--- src/rtl/ahb_pkg.sv ---
// ahb_pkg: shared AHB-Lite encodings for the two-master bus arbiter.
//   HTRANS_*        transfer type encodings
//   HSIZE_WORD      32-bit transfer size
//   HBURST_SINGLE   the only burst type the arbiter issues
//   slot_state_e    per-master slot state (EMPTY / PEND / DATA)
//   is_req()        true for NONSEQ or SEQ; IDLE and BUSY are not requests
package ahb_pkg;

    localparam logic [1:0] HTRANS_IDLE   = 2'b00;
    localparam logic [1:0] HTRANS_BUSY   = 2'b01;
    localparam logic [1:0] HTRANS_NONSEQ = 2'b10;
    localparam logic [1:0] HTRANS_SEQ    = 2'b11;

    localparam logic [2:0] HSIZE_WORD    = 3'b010;
    localparam logic [2:0] HBURST_SINGLE = 3'b000;

    typedef enum logic [1:0] {
        SLOT_EMPTY = 2'd0,
        SLOT_PEND  = 2'd1,
        SLOT_DATA  = 2'd2
    } slot_state_e;

    // SEQ is accepted as a fresh request (the arbiter issues singles only);
    // BUSY carries no transfer, so it behaves like IDLE.
    function automatic logic is_req(input logic [1:0] htrans);
        return (htrans == HTRANS_NONSEQ) || (htrans == HTRANS_SEQ);
    endfunction

endpackage

--- src/rtl/ahb_arb_slot.sv ---
// ahb_arb_slot: one master's address-phase capture slot.
//   hclk, hrst            clock, asynchronous active-high reset
//   htrans..hmastlock     master address-phase inputs
//   is_owner              this slot owns the slave data phase
//   s_hready              slave ready
//   issue                 arbiter puts this slot onto the slave this edge
//   hready                combinational ready back to the master
//   state                 current slot state (also usable as a debug view)
//   addr..lock            captured address-phase fields
module ahb_arb_slot
    import ahb_pkg::*;
#(
    parameter int AW = 32
) (
    input  logic          hclk,
    input  logic          hrst,
    input  logic [1:0]    htrans,
    input  logic [AW-1:0] haddr,
    input  logic          hwrite,
    input  logic [2:0]    hsize,
    input  logic [6:0]    hprot,
    input  logic          hmastlock,
    input  logic          is_owner,
    input  logic          s_hready,
    input  logic          issue,
    output logic          hready,
    output logic [1:0]    state,
    output logic [AW-1:0] addr,
    output logic          write,
    output logic [2:0]    size,
    output logic [6:0]    prot,
    output logic          lock
);

    slot_state_e state_q;
    logic        completing;
    logic        capture;

    assign completing = (state_q == SLOT_DATA) && is_owner && s_hready;
    assign hready     = (state_q == SLOT_EMPTY) || completing;
    assign capture    = hready && is_req(htrans);
    assign state      = state_q;

    always_ff @(posedge hclk or posedge hrst) begin
        if (hrst) begin
            state_q <= SLOT_EMPTY;
            addr    <= '0;
            write   <= 1'b0;
            size    <= '0;
            prot    <= '0;
            lock    <= 1'b0;
        end else begin
            if (capture) begin
                addr  <= haddr;
                write <= hwrite;
                size  <= hsize;
                prot  <= hprot;
                lock  <= hmastlock;
            end
            case (state_q)
                SLOT_EMPTY: if (capture) state_q <= SLOT_PEND;
                SLOT_PEND:  if (issue) state_q <= SLOT_DATA;
                // A completing data phase can accept the next address
                // phase on the same edge, giving back-to-back transfers.
                SLOT_DATA:  if (completing) state_q <= capture ? SLOT_PEND : SLOT_EMPTY;
                default:    state_q <= SLOT_EMPTY;
            endcase
        end
    end

endmodule

--- src/rtl/ahb_bus_arbiter.sv ---
// ahb_bus_arbiter: two-master AHB-Lite arbiter (m0 = IFU, m1 = LSU) onto one
// slave port. Each master's address phase lands in its own slot; pending
// slots are granted onto the slave and the data-phase response is routed
// back to the owning master.
//   hclk, hrst              clock, asynchronous active-high reset
//   m0_* / m1_*             master AHB-Lite ports (hready/hresp/hrdata out)
//   s_*                     slave AHB-Lite port (hready/hresp/hrdata in)
// Handshake: a master address phase is taken on an edge where mk_hready=1
// and mk_htrans requests; the slave takes the issued address phase on an
// edge where s_hready=1, and that edge also ends the previous data phase.
// Build option: AHB_ARB_RR_EN selects round-robin between the two slots;
// without it m1 has fixed priority over m0 and no pointer is built.
module ahb_bus_arbiter
    import ahb_pkg::*;
#(
    parameter int AW = 32,
    parameter int DW = 32
) (
    input  logic          hclk,
    input  logic          hrst,
    input  logic [AW-1:0] m0_haddr,
    input  logic [1:0]    m0_htrans,
    input  logic          m0_hwrite,
    input  logic [2:0]    m0_hsize,
    input  logic [6:0]    m0_hprot,
    input  logic          m0_hmastlock,
    input  logic [DW-1:0] m0_hwdata,
    output logic          m0_hready,
    output logic          m0_hresp,
    output logic [DW-1:0] m0_hrdata,
    input  logic [AW-1:0] m1_haddr,
    input  logic [1:0]    m1_htrans,
    input  logic          m1_hwrite,
    input  logic [2:0]    m1_hsize,
    input  logic [6:0]    m1_hprot,
    input  logic          m1_hmastlock,
    input  logic [DW-1:0] m1_hwdata,
    output logic          m1_hready,
    output logic          m1_hresp,
    output logic [DW-1:0] m1_hrdata,
    output logic [AW-1:0] s_haddr,
    output logic [1:0]    s_htrans,
    output logic          s_hwrite,
    output logic [2:0]    s_hsize,
    output logic [6:0]    s_hprot,
    output logic          s_hmastlock,
    output logic [2:0]    s_hburst,
    output logic [DW-1:0] s_hwdata,
    input  logic          s_hready,
    input  logic          s_hresp,
    input  logic [DW-1:0] s_hrdata
);

    logic [1:0]    s0_state, s1_state;
    logic [AW-1:0] s0_addr,  s1_addr;
    logic          s0_write, s1_write;
    logic [2:0]    s0_size,  s1_size;
    logic [6:0]    s0_prot,  s1_prot;
    logic          s0_lock,  s1_lock;

    logic owner_q, lock_q, lock_own_q;
    logic elig0, elig1, sel, sel_valid, sel_lock;
    logic issue, data0, data1, own_release;

    ahb_arb_slot #(.AW(AW)) u_slot0 (
        .hclk(hclk), .hrst(hrst),
        .htrans(m0_htrans), .haddr(m0_haddr), .hwrite(m0_hwrite),
        .hsize(m0_hsize), .hprot(m0_hprot), .hmastlock(m0_hmastlock),
        .is_owner(!owner_q), .s_hready(s_hready), .issue(issue && !sel),
        .hready(m0_hready), .state(s0_state),
        .addr(s0_addr), .write(s0_write), .size(s0_size), .prot(s0_prot), .lock(s0_lock)
    );

    ahb_arb_slot #(.AW(AW)) u_slot1 (
        .hclk(hclk), .hrst(hrst),
        .htrans(m1_htrans), .haddr(m1_haddr), .hwrite(m1_hwrite),
        .hsize(m1_hsize), .hprot(m1_hprot), .hmastlock(m1_hmastlock),
        .is_owner(owner_q), .s_hready(s_hready), .issue(issue && sel),
        .hready(m1_hready), .state(s1_state),
        .addr(s1_addr), .write(s1_write), .size(s1_size), .prot(s1_prot), .lock(s1_lock)
    );

    // While a locked sequence is open only the lock owner may be granted.
    assign elig0     = (s0_state == SLOT_PEND) && (!lock_q || !lock_own_q);
    assign elig1     = (s1_state == SLOT_PEND) && (!lock_q ||  lock_own_q);
    assign sel_valid = elig0 || elig1;
    assign issue     = s_hready && sel_valid;
    assign sel_lock  = sel ? s1_lock : s0_lock;

`ifdef AHB_ARB_RR_EN
    logic rr_last_q;

    always_comb begin
        sel = elig1;
        if (elig0 && elig1) sel = !rr_last_q;
    end

    always_ff @(posedge hclk or posedge hrst) begin
        if (hrst) rr_last_q <= 1'b0;
        else if (issue) rr_last_q <= sel;
    end
`else
    assign sel = elig1;
`endif

    always_comb begin
        s_haddr     = '0;
        s_hwrite    = 1'b0;
        s_hsize     = '0;
        s_hprot     = '0;
        s_hmastlock = 1'b0;
        if (sel_valid) begin
            if (sel) begin
                s_haddr = s1_addr; s_hwrite = s1_write; s_hsize = s1_size;
                s_hprot = s1_prot; s_hmastlock = s1_lock;
            end else begin
                s_haddr = s0_addr; s_hwrite = s0_write; s_hsize = s0_size;
                s_hprot = s0_prot; s_hmastlock = s0_lock;
            end
        end
    end

    assign s_htrans = sel_valid ? HTRANS_NONSEQ : HTRANS_IDLE;
    assign s_hburst = HBURST_SINGLE;

    assign data0    = (s0_state == SLOT_DATA);
    assign data1    = (s1_state == SLOT_DATA);
    assign s_hwdata = (data0 || data1) ? (owner_q ? m1_hwdata : m0_hwdata) : '0;
    assign m0_hresp = data0 ? s_hresp : 1'b0;
    assign m1_hresp = data1 ? s_hresp : 1'b0;
    assign m0_hrdata = s_hrdata;
    assign m1_hrdata = s_hrdata;

    // The lock owner ends its locked sequence by going idle with the slot
    // drained and hmastlock dropped.
    always_comb begin
        if (lock_own_q)
            own_release = (s1_state == SLOT_EMPTY) && !is_req(m1_htrans) && !m1_hmastlock;
        else
            own_release = (s0_state == SLOT_EMPTY) && !is_req(m0_htrans) && !m0_hmastlock;
    end

    always_ff @(posedge hclk or posedge hrst) begin
        if (hrst) begin
            owner_q    <= 1'b0;
            lock_q     <= 1'b0;
            lock_own_q <= 1'b0;
        end else begin
            if (issue) begin
                owner_q <= sel;
                if (sel_lock) begin
                    lock_q     <= 1'b1;
                    lock_own_q <= sel;
                end else if (sel == lock_own_q) begin
                    lock_q <= 1'b0;
                end
            end else if (lock_q && own_release) begin
                lock_q <= 1'b0;
            end
        end
    end

endmodule

--- config.mk ---
export PLATFORM = sky130hd
export DESIGN_NAME = ahb_bus_arbiter
export DESIGN_NICKNAME = d
export VERILOG_FILES = /design/src/rtl/ahb_pkg.sv /design/src/rtl/ahb_arb_slot.sv /design/src/rtl/ahb_bus_arbiter.sv
export SDC_FILE = /design/constraint.sdc
export NUM_CORES = 1
export LEC_CHECK = 0
export CAP_MARGIN = 10
export CORE_MARGIN = 10
export CORE_UTILIZATION = 38
export DETAILED_ROUTE_END_ITERATION = 10
export PLACE_DENSITY = 0.82
export SETUP_SLACK_MARGIN = 0.4
export SLEW_MARGIN = 5
export SYNTH_ARGS = -nofsm -noshare
export SYNTH_HDL_FRONTEND = slang
export SYNTH_SLANG_ARGS = --single-unit
--- constraint.sdc ---
create_clock -name hclk -period 4.64 [get_ports hclk]
set_input_delay 1.16 -clock hclk [delete_from_list [all_inputs] [get_ports hclk]]
set_output_delay 1.16 -clock hclk [all_outputs]
set_load 0.05 [all_outputs]
==> impl_results.md <==
* Outcome: completed
* Fin crit period at roughly 4100 ps
* Top_reg_cell synth: dfrtp_1
* TritonCTS clock tree: yes
* Main combinational cell family by area after synthesis: multiplexers
* Row count at between 40 and 50
* Die height at between 100 and 150 um
* CP Class: reg2out
* Max cap viols at 0
* Worst Clk Skew at about 7.2 ps
* Fraction of synthesized area in multiplexers at 0.265
* Vias per std cell at 4.85
* Post-CTS Setup Inserts at 0
* Wire per inst at around 19 um
* # setup viols final at 0
* Most common cell after layout, fill and taps aside: clkdlybuf4s50_1
* CTS root buf: clkbuf_16
* Initial core utilization at 0.386
* Routed WL at approximately 17000 um
* GR Util met1 at 0.176
* Chip width at 141 um
* Post-synth EDFFs at 0
* Post-Synth Simple-Gate Area at 0.104
* H-tree depth at 3
* Area growth, synth to finish at 40.6%
* Detailed-router iteration count before antenna repair at 6
* Upper clock frequency limit at between 0.2 and 0.25 GHz
* Syn Area/Cell at around 11 um^2
* ANT nets after route at 0
* Synthesized cell area at roughly 0.0056 mm^2
* Cell area power density at about 850 mW/mm^2
* Most Crowded Layer GR: met2
* # diodes at 0
* Ys async rst share at 1.00
* Startpoint Class: flop
* Max clock buf depth at 2
* Tcrit/Tclk final at 0.890
* Max VDD drop at about 0.00044 V
* Warnings from Yosys at 0
* Clk sinks at 95
* Vias post-DR at about 4200
* # hold bufs at CTS at 0
* Final hold viol count at 0
* Static Leakage at between 3 and 4 nW
* Worst-path fanout max at 17
* XOR/XNOR share of the synthesized area at 0
* Clk_lat worst skew at between 300 and 400 ps
* Required @ worst endpoint at ~3500 ps
* Pins over their slew limit at 0
* Sequential share of the synthesized area at 0.427
* Slew Limit Headroom at 0.328
* Buffers on Ports at around 240
* Placeable core region at about 0.014 mm^2
* Met3 usage at 0.0722
* IO Count at 341
* Most frequent cells in the layout: clkdlybuf4s50_1 (222), dfrtp_1 (94), nand2_1 (93)
* Grt total ovfl at 0
* Worst setup EP type: output pin
* RSZ-0062 raised after global routing: true
* First-pass GRT wire length at around 25000 um
* Pin count of the biggest net entering global routing at 63
* Critical path data arrival time at between 2000 and 3000 ps
* PnR Total Power at about 6.6 mW
* Worst slew pin tran at around 1000 ps
* Overall Global Routing Usage at 0.160
* Post-Synth Adder-Cell Area at 0
* Layout cells sized above 1 at 0.169
* Clock-pin slew on the worst setup and hold paths at 70 ps
* Drt initial violations at 238
* Number of global-route vias before repair at about 4600
* Setup TNS at 0 ps
* Worst Hold Class: reg2reg
* # DRC at 0
* Met2 usage at 0.272
* Total clock buffers created by CTS at 9
* DIE AREA at roughly 0.020 mm^2
* Initial antenna violation count at 0
* Compound-Gate Fraction of Synth Area at 0.0553
* Nets at between 800 and 900
* Final RePlAce weighted congestion at approximately 0.75
* Synth Instances at 520
* Cell variety after synth at 31
* #FFs+latches synth at 95
* HPWL after detailed placement at roughly 12000 um
[timing repair]
action                                  4_1_cts  5_1_grt
gates cloned                                  1        0
pin swaps                                     1        1
endpoints found under the setup margin       11       25
gates resized for setup                       1       15
[area by class of cell]
| cell class | count | area, um^2 |
|---|---|---|
| sequential | 95 | 2380 |
| clock buffer | 9 | 225 |
| fill | 1265 | 6590 |
| inverter | 5 | 21.3 |
| tap | 184 | 230 |
| clock inverter | 7 | 63.8 |
| timing repair buffer | 246 | 2510 |
| multi-input combinational | 325 | 2410 |
[Yosys cell counts (2+ instances only)]
| library cell | n | area [um^2] |
|---|---|---|
| nor4_1 | 2 | 12.5 |
| mux2i_1 | 34 | 340 |
| nor2_1 | 33 | 124 |
| mux2_4 | 39 | 586 |
| a21o_1 | 2 | 15.0 |
| mux2_2 | 40 | 450 |
| inv_1 | 5 | 18.8 |
| buf_12 | 8 | 160 |
| nor2b_1 | 2 | 12.5 |
| nand2b_1 | 2 | 12.5 |
| buf_6 | 2 | 22.5 |
| and2_1 | 3 | 18.8 |
| o21ai_0 | 4 | 20.0 |
| dfrtp_1 | 95 | 2380 |
| clkbuf_1 | 6 | 22.5 |
| mux2_1 | 9 | 101 |
| nand3_1 | 2 | 10.0 |
| buf_2 | 12 | 60.1 |
| buf_4 | 70 | 526 |
| a21oi_1 | 45 | 225 |
| a21oi_2 | 2 | 17.5 |
| nand2_1 | 94 | 353 |
[where the power goes]
part	internal [mW]	switching, mW	total (mW)
Combinational	1.67	2.69	4.36
Sequential	1.25	0.295	1.55
Clock	0.375	0.345	0.720
[worst max-delay path, stage by stage, from the launching register on]
cell,delay (ps)
dfrtp_1,420
and2b_1,310
and2_2,270
o22ai_2,770
a21oi_1,70
clkdlybuf4s50_1,780
[path summary, 6_finish.rpt]
check / startpoint / to / slack, ps / cells past startpoint
min in group asynchronous: hrst / u_slot0.addr[25] / 1180 / 2
max: u_slot1.state[1] / s_hprot[1] / 510 / 5
max reg2reg: owner_q / u_slot1.addr[20] / 2240 / 4
min: u_slot1.addr[9] / u_slot1.addr[9] / 490 / 1
min reg2reg: u_slot1.addr[9] / u_slot1.addr[9] / 490 / 1
max in group asynchronous: hrst / u_slot0.addr[10] / 2790 / 3
[flip-flops by register name, indices dropped and copies added (netlist names)]
name / count
u_slot0.prot: 7
u_slot0.lock: 1
u_slot1.prot: 7
u_slot0.state: 2
owner_q: 1
u_slot1.size: 3
u_slot1.addr: 32
u_slot1.write: 1
u_slot0.addr: 32
u_slot1.state: 2
u_slot0.write: 1
lock_q: 1
lock_own_q: 1
u_slot1.lock: 1
u_slot0.size: 3
[metal layers]
layer | wire length (um) | part of all wire
met2 | 8320 | 0.50
met1 | 6380 | 0.38
met4 | 297 | 0.018
met3 | 1610 | 0.097
met5 | 0 | 0
[kinds of logic after synthesis]
family | count (synthesis)
flip-flops | 95
multiplexers | 122
AND/OR/NAND/NOR | 142
AO/OA/AOI/OAI | 56
other | 1
buffers and inverters | 104
[stage by stage]
stage	area (um^2)	util	std cells	worst slack (ps)	hold slack, ps
2_1_floorplan	5580	-	523	1000	458
3_3_place_gp	7490	0.519	854	604	467
3_5_place_dp	7490	0.519	854	606	475
4_1_cts	7800	0.541	871	462	490
5_1_grt	7830	0.543	871	380	501
6_report	7830	0.543	871	509	488
(Power assumes the default switching activity.)
